`src/rtl/fifo_wr_arbiter.sv`:
```
// Round-robin arbiter sharing one FIFO write port among NUM_SRC valid/ready producers.
// A grant lasts up to MAX_BURST words; full stalls the grant without releasing it.
module fifo_wr_arbiter #(
  parameter int unsigned NUM_SRC   = 4,
  parameter int unsigned DWIDTH    = 16,
  parameter int unsigned MAX_BURST = 4
) (
  input  logic                      clk_i,
  input  logic                      srst_i,
  input  logic [NUM_SRC*DWIDTH-1:0] src_data_i,
  input  logic [NUM_SRC-1:0]        src_valid_i,
  output logic [NUM_SRC-1:0]        src_ready_o,
  output logic [DWIDTH-1:0]         fifo_data_o,
  output logic                      fifo_wrreq_o,
  input  logic                      fifo_full_i,
  output logic [NUM_SRC-1:0]        grant_o,
  output logic                      busy_o
);

  localparam int unsigned IdxW = $clog2(NUM_SRC);
  localparam int unsigned CntW = $clog2(MAX_BURST + 1);

  typedef enum logic {StIdle, StGrant} state_e;

  state_e              state_q, state_d;
  logic [NUM_SRC-1:0]  grant_q, grant_d;
  logic [IdxW-1:0]     last_q, last_d;
  logic [CntW-1:0]     burst_cnt_q, burst_cnt_d;

  logic                pick_found;
  logic [IdxW-1:0]     pick_idx;
  logic                xfer;
  logic                rel;

  // Search last+1, last+2, ... wrapping; the current grantee is considered last.
  always_comb begin
    int unsigned idx;
    idx        = 0;
    pick_found = 1'b0;
    pick_idx   = last_q;
    for (int unsigned i = 1; i <= NUM_SRC; i++) begin
      idx = (32'(last_q) + i) % NUM_SRC;
      if (!pick_found && src_valid_i[idx[IdxW-1:0]]) begin
        pick_found = 1'b1;
        pick_idx   = idx[IdxW-1:0];
      end
    end
  end

  // last_q always holds the grantee while in StGrant; reset suppresses an in-flight write.
  assign xfer = (state_q == StGrant) & src_valid_i[last_q] & ~fifo_full_i & ~srst_i;
  assign rel  = (xfer && (burst_cnt_q == CntW'(MAX_BURST - 1))) || !src_valid_i[last_q];

  assign src_ready_o  = xfer ? grant_q : '0;
  assign fifo_wrreq_o = xfer;
  assign fifo_data_o  = src_data_i[last_q*DWIDTH +: DWIDTH];
  assign grant_o      = grant_q;
  assign busy_o       = (state_q == StGrant);

  always_comb begin
    state_d     = state_q;
    grant_d     = grant_q;
    last_d      = last_q;
    burst_cnt_d = burst_cnt_q;
    unique case (state_q)
      StIdle: begin
        if (pick_found) begin
          state_d     = StGrant;
          grant_d     = NUM_SRC'(1) << pick_idx;
          last_d      = pick_idx;
          burst_cnt_d = '0;
        end
      end
      StGrant: begin
        if (xfer) begin
          burst_cnt_d = burst_cnt_q + CntW'(1);
        end
        if (rel) begin
          burst_cnt_d = '0;
          if (pick_found) begin
            grant_d = NUM_SRC'(1) << pick_idx;
            last_d  = pick_idx;
          end else begin
            state_d = StIdle;
            grant_d = '0;
          end
        end
      end
    endcase
  end

  always_ff @(posedge clk_i) begin
    if (srst_i) begin
      state_q     <= StIdle;
      grant_q     <= '0;
      last_q      <= IdxW'(NUM_SRC - 1);
      burst_cnt_q <= '0;
    end else begin
      state_q     <= state_d;
      grant_q     <= grant_d;
      last_q      <= last_d;
      burst_cnt_q <= burst_cnt_d;
    end
  end

endmodule

```
`config.mk`:
```
export PLATFORM = sky130hd
export DESIGN_NAME = fifo_wr_arbiter
export DESIGN_NICKNAME = d
export VERILOG_FILES = /design/src/rtl/fifo_wr_arbiter.sv
export SDC_FILE = /design/constraint.sdc
export NUM_CORES = 1
export LEC_CHECK = 0
export CAP_MARGIN = 40
export CORE_MARGIN = 2
export CORE_UTILIZATION = 33
export DETAILED_ROUTE_END_ITERATION = 10
export PLACE_DENSITY_LB_ADDON = 0.25
export RECOVER_POWER = 100
export SLEW_MARGIN = 0
export SYNTH_ARGS = -nofsm -noshare
export SYNTH_HDL_FRONTEND = slang
export SYNTH_SLANG_ARGS = --single-unit
```
`constraint.sdc`:
```
create_clock -name clk_i -period 4.1 [get_ports clk_i]
set_input_delay 0.615 -clock clk_i [delete_from_list [all_inputs] [get_ports clk_i]]
set_output_delay 0.615 -clock clk_i [all_outputs]
set_load 0.02 [all_outputs]
```
==> results.py <==
metrics = {
    "sta": {
        "relSlewSlack_pct": 56.5,
        "rsz0062_at_grt": "no",
        "fin_skew_ps": 1.85,
        "fin_crit_ps": 3320,
        "finalSetupViolCount": 0,
        "drv_slew": 0,
        "hold_ws_ps": 491,
        "fmax_mhz": 301,
        "worst_pin_slew_ps": 646,
        "finalCritPeriodShare_pct": 81.1,
        "final.setup.tns_ps": 0,
        "hold_violations": 0,
    },
    "pwr": {
        "p_sw_mw": 0.215,
        "power_switching_share_pct": 37.6,
        "powerDensity_mw_per_mm2": 282,
        "p_leak_nw": 0.774,
        "internal_power_mw": 0.358,
        "fin_total_pwr_mw": 0.573,
        "clock_power_share_pct": 11.9,
        "combPwrFrac_pct": 65.5,
        "ir_drop_uv": 164,
        "power_frac_seq_pct": 22.6,
    },
    "setup_path": {
        "r2r_setup_slack_ps": 2160,
        "endpoint_kind": "primary output",
        "cp_slowest_cell": "dlygate4sd3_1",
        "path_class": "primary input to primary output",
        "cp-start-kind": "primary input",
        "crit_chain": "dlygate4sd3_1, nor2_1, and3_1, dlygate4sd3_1",
        "r2r_start": "burst_cnt_q[0]$_SDFFE_PP0P_",
        "max_stage_delay_ps": 690,
        "crit_top_cell": "dlygate4sd3_1",
        "cp.arrival_ps": 2710,
        "reg2reg_depth": 6,
        "path_max_fanout": 10,
        "worstReg2RegEnd": "burst_cnt_q[0]$_SDFFE_PP0P_",
        "crit_required_ps": 3480,
    },
    "hold_path": {
        "min_path_type": "register to register",
        "holdPathEnd": "grant_o[3]$_SDFFE_PP0P_",
        "worstHoldStart": "grant_o[3]$_SDFFE_PP0P_",
        "whs_path_depth": 1,
    },
    "layout": {
        "drive_gt1_share_pct": 12.8,
        "area.growth.synth_to_final_pct": 96.2,
        "antennaDiodeCount": 0,
        "fin_cells": 232,
        "nets": 263,
    },
    "clocking": {
        "tritoncts": "done",
        "postCtsResizedCells": 0,
        "h-tree-depth": 1,
        "insertion_delay_ps": 270,
        "post_cts_buffers": 0,
        "cts_hold_buf": 0,
        "clock_sinks": 10,
        "clk_pin_slew_ps": 60,
        "numCtsBuffers": 3,
        "root_buffer": "clkbuf_4",
        "clock_path_buffers": 2,
    },
    "yosys": {
        "yosys_register_bits": 10,
        "syn_avg_cell_area_um2": 11.1,
        "syn_nets": 166,
        "synth_area_mm2": 0.00103,
        "ys_types": 36,
        "synthFlopType": "dfxtp_1",
        "ys_async_sr_fraction_pct": 0,
        "synthCells": 93,
        "yosysSeqAreaShare_pct": 19.4,
        "yosysWarnings": 0,
        "synth_edf_count": 0,
    },
    "route": {
        "detail_route.wl_per_cell_um": 17.8,
        "ant_nets": 0,
        "route.detailed.drc": 0,
        "drtIter0Drc": 54,
        "drt-total-wl_mm": 4.14,
        "first_pass_iters": 4,
        "vias": 1258,
        "via_per_inst": 5.42,
    },
    "grt": {
        "use_met3_pct": 5.63,
        "busiest_layer": "met2",
        "grt_pass1_vias": 1205,
        "grt_pass1_wl_mm": 6.02,
        "grt_usage_pct": 22.3,
        "antenna_found_initial": 0,
        "overflow": 0,
        "met2_usage_pct": 35.9,
        "use_met1_pct": 29.4,
        "grt_max_degree": 15,
    },
    "floorplan": {
        "rows": 20,
        "die_h_um": 60.0,
        "ios": 97,
        "die_area_mm2": 0.00360,
        "die_w_um": 60.0,
        "initial_core_util_pct": 34.1,
        "core_mm2": 0.00303,
    },
    "placed_design": {
        "place_hpwl_mm": 3.43,
        "dpl.cell_count": 229,
        "io_buffer_count": 96,
        "place.gp.congestion": 0.850,
    },
    "run_status": {
        "status": "completed",
    },
    "run": {
        "maxCapViolCount": 0,
    },
}
metrics by stage:
stage	instance area [um^2]	util (%)	setup slack (ps)
3_5_place_dp	2030	66.9	1000
2_1_floorplan	1030	-	2040
5_1_grt	2030	67.0	642
3_3_place_gp	2030	66.9	1100
6_report	2030	67.0	777
4_1_cts	2050	67.7	993
placed cells by master, fill, tap and decap left out, drive strengths merged, types with 2 or more instances in the layout:
| cell type | instances |
|---|---|
| clkdlybuf4s50 | 69 |
| clkbuf | 3 |
| and3 | 4 |
| nor2 | 5 |
| nand2 | 3 |
| mux2i | 3 |
| or3 | 5 |
| nor4 | 2 |
| a21oi | 5 |
| buf | 2 |
| dlygate4sd3 | 27 |
| nand4 | 2 |
| o2bb2ai | 4 |
| dfxtp | 10 |
| nor3 | 3 |
| nand2b | 3 |
| o21ai | 3 |
| mux4 | 16 |
| ha | 2 |
| nor2b | 3 |
layer usage:
metal  wire [um]  vias to the layer above
li1            -                      578
met1        1680                      615
met2        2010                       58
met3         382                        7
met4          59                        0
met5           0                        -
logic make-up after synthesis:
family	Yosys count	synth area share, %
compound gates	21	16.7
flops	10	19.4
buf+inv	7	3.99
mux	19	38.5
simple gates	34	19.0
fa+ha+maj	2	2.42
worst max-delay path: cells and delay by family:
family	cells	cell delay, ps
AND/OR/NAND/NOR	2	720
buffers and inverters	2	1370
synthesized netlist by cell type, types with 2 or more instances:
| cell | n | area (um^2) |
|---|---|---|
| mux4_2 | 16 | 360 |
| dfxtp_1 | 10 | 200 |
| a21oi_1 | 5 | 25.0 |
| or3_1 | 5 | 31.3 |
| and3_1 | 4 | 25.0 |
| nor2_1 | 4 | 15.0 |
| o2bb2ai_1 | 4 | 35.0 |
| buf_2 | 3 | 15.0 |
| nand2_1 | 3 | 11.3 |
| nand2b_1 | 3 | 18.8 |
| nor2b_1 | 3 | 18.8 |
| nor3_1 | 3 | 15.0 |
| o21ai_0 | 3 | 15.0 |
| ha_1 | 2 | 25.0 |
| mux2i_2 | 2 | 27.5 |
| nand4_1 | 2 | 12.5 |
| nor4_1 | 2 | 12.5 |
power groups by stage:
stage,clock network (mW),registers [mW],logic (mW)
2_1_floorplan,0,0.127,0.224
3_3_place_gp,0,0.131,0.391
3_5_place_dp,0,0.132,0.399
4_1_cts,0.0674,0.130,0.401
5_1_grt,0.0711,0.132,0.400
6_report,0.0679,0.130,0.375
flip-flops by register name, indices dropped and copies added (netlist names):
| name | flops |
|---|---|
| busy_o | 1 |
| grant_o | 4 |
| last_q | 2 |
| burst_cnt_q | 3 |
area by class of cell:
cell class              count  area (um^2)
flip-flops and latches     10          200
multi-input cells          76          771
well taps                  44         55.1
fillers                   245         1000
clock buffers               3         22.5
inverters                   1         3.75
repair buffers             98          976
worst max path at each step:
stage | from | end | slack, ps | depth (start not counted)
floorplan | last_q[0]$_SDFFE_PP1P_ | fifo_data_o[0] | 2040 | 3
global placement | src_valid_i[0] | src_ready_o[1] | 1100 | 5
detailed placement | src_valid_i[2] | src_ready_o[1] | 1000 | 5
CTS | src_valid_i[2] | src_ready_o[2] | 990 | 5
global route | srst_i | src_ready_o[2] | 640 | 4
finish | srst_i | src_ready_o[2] | 780 | 4
(Power assumes the default switching activity.)
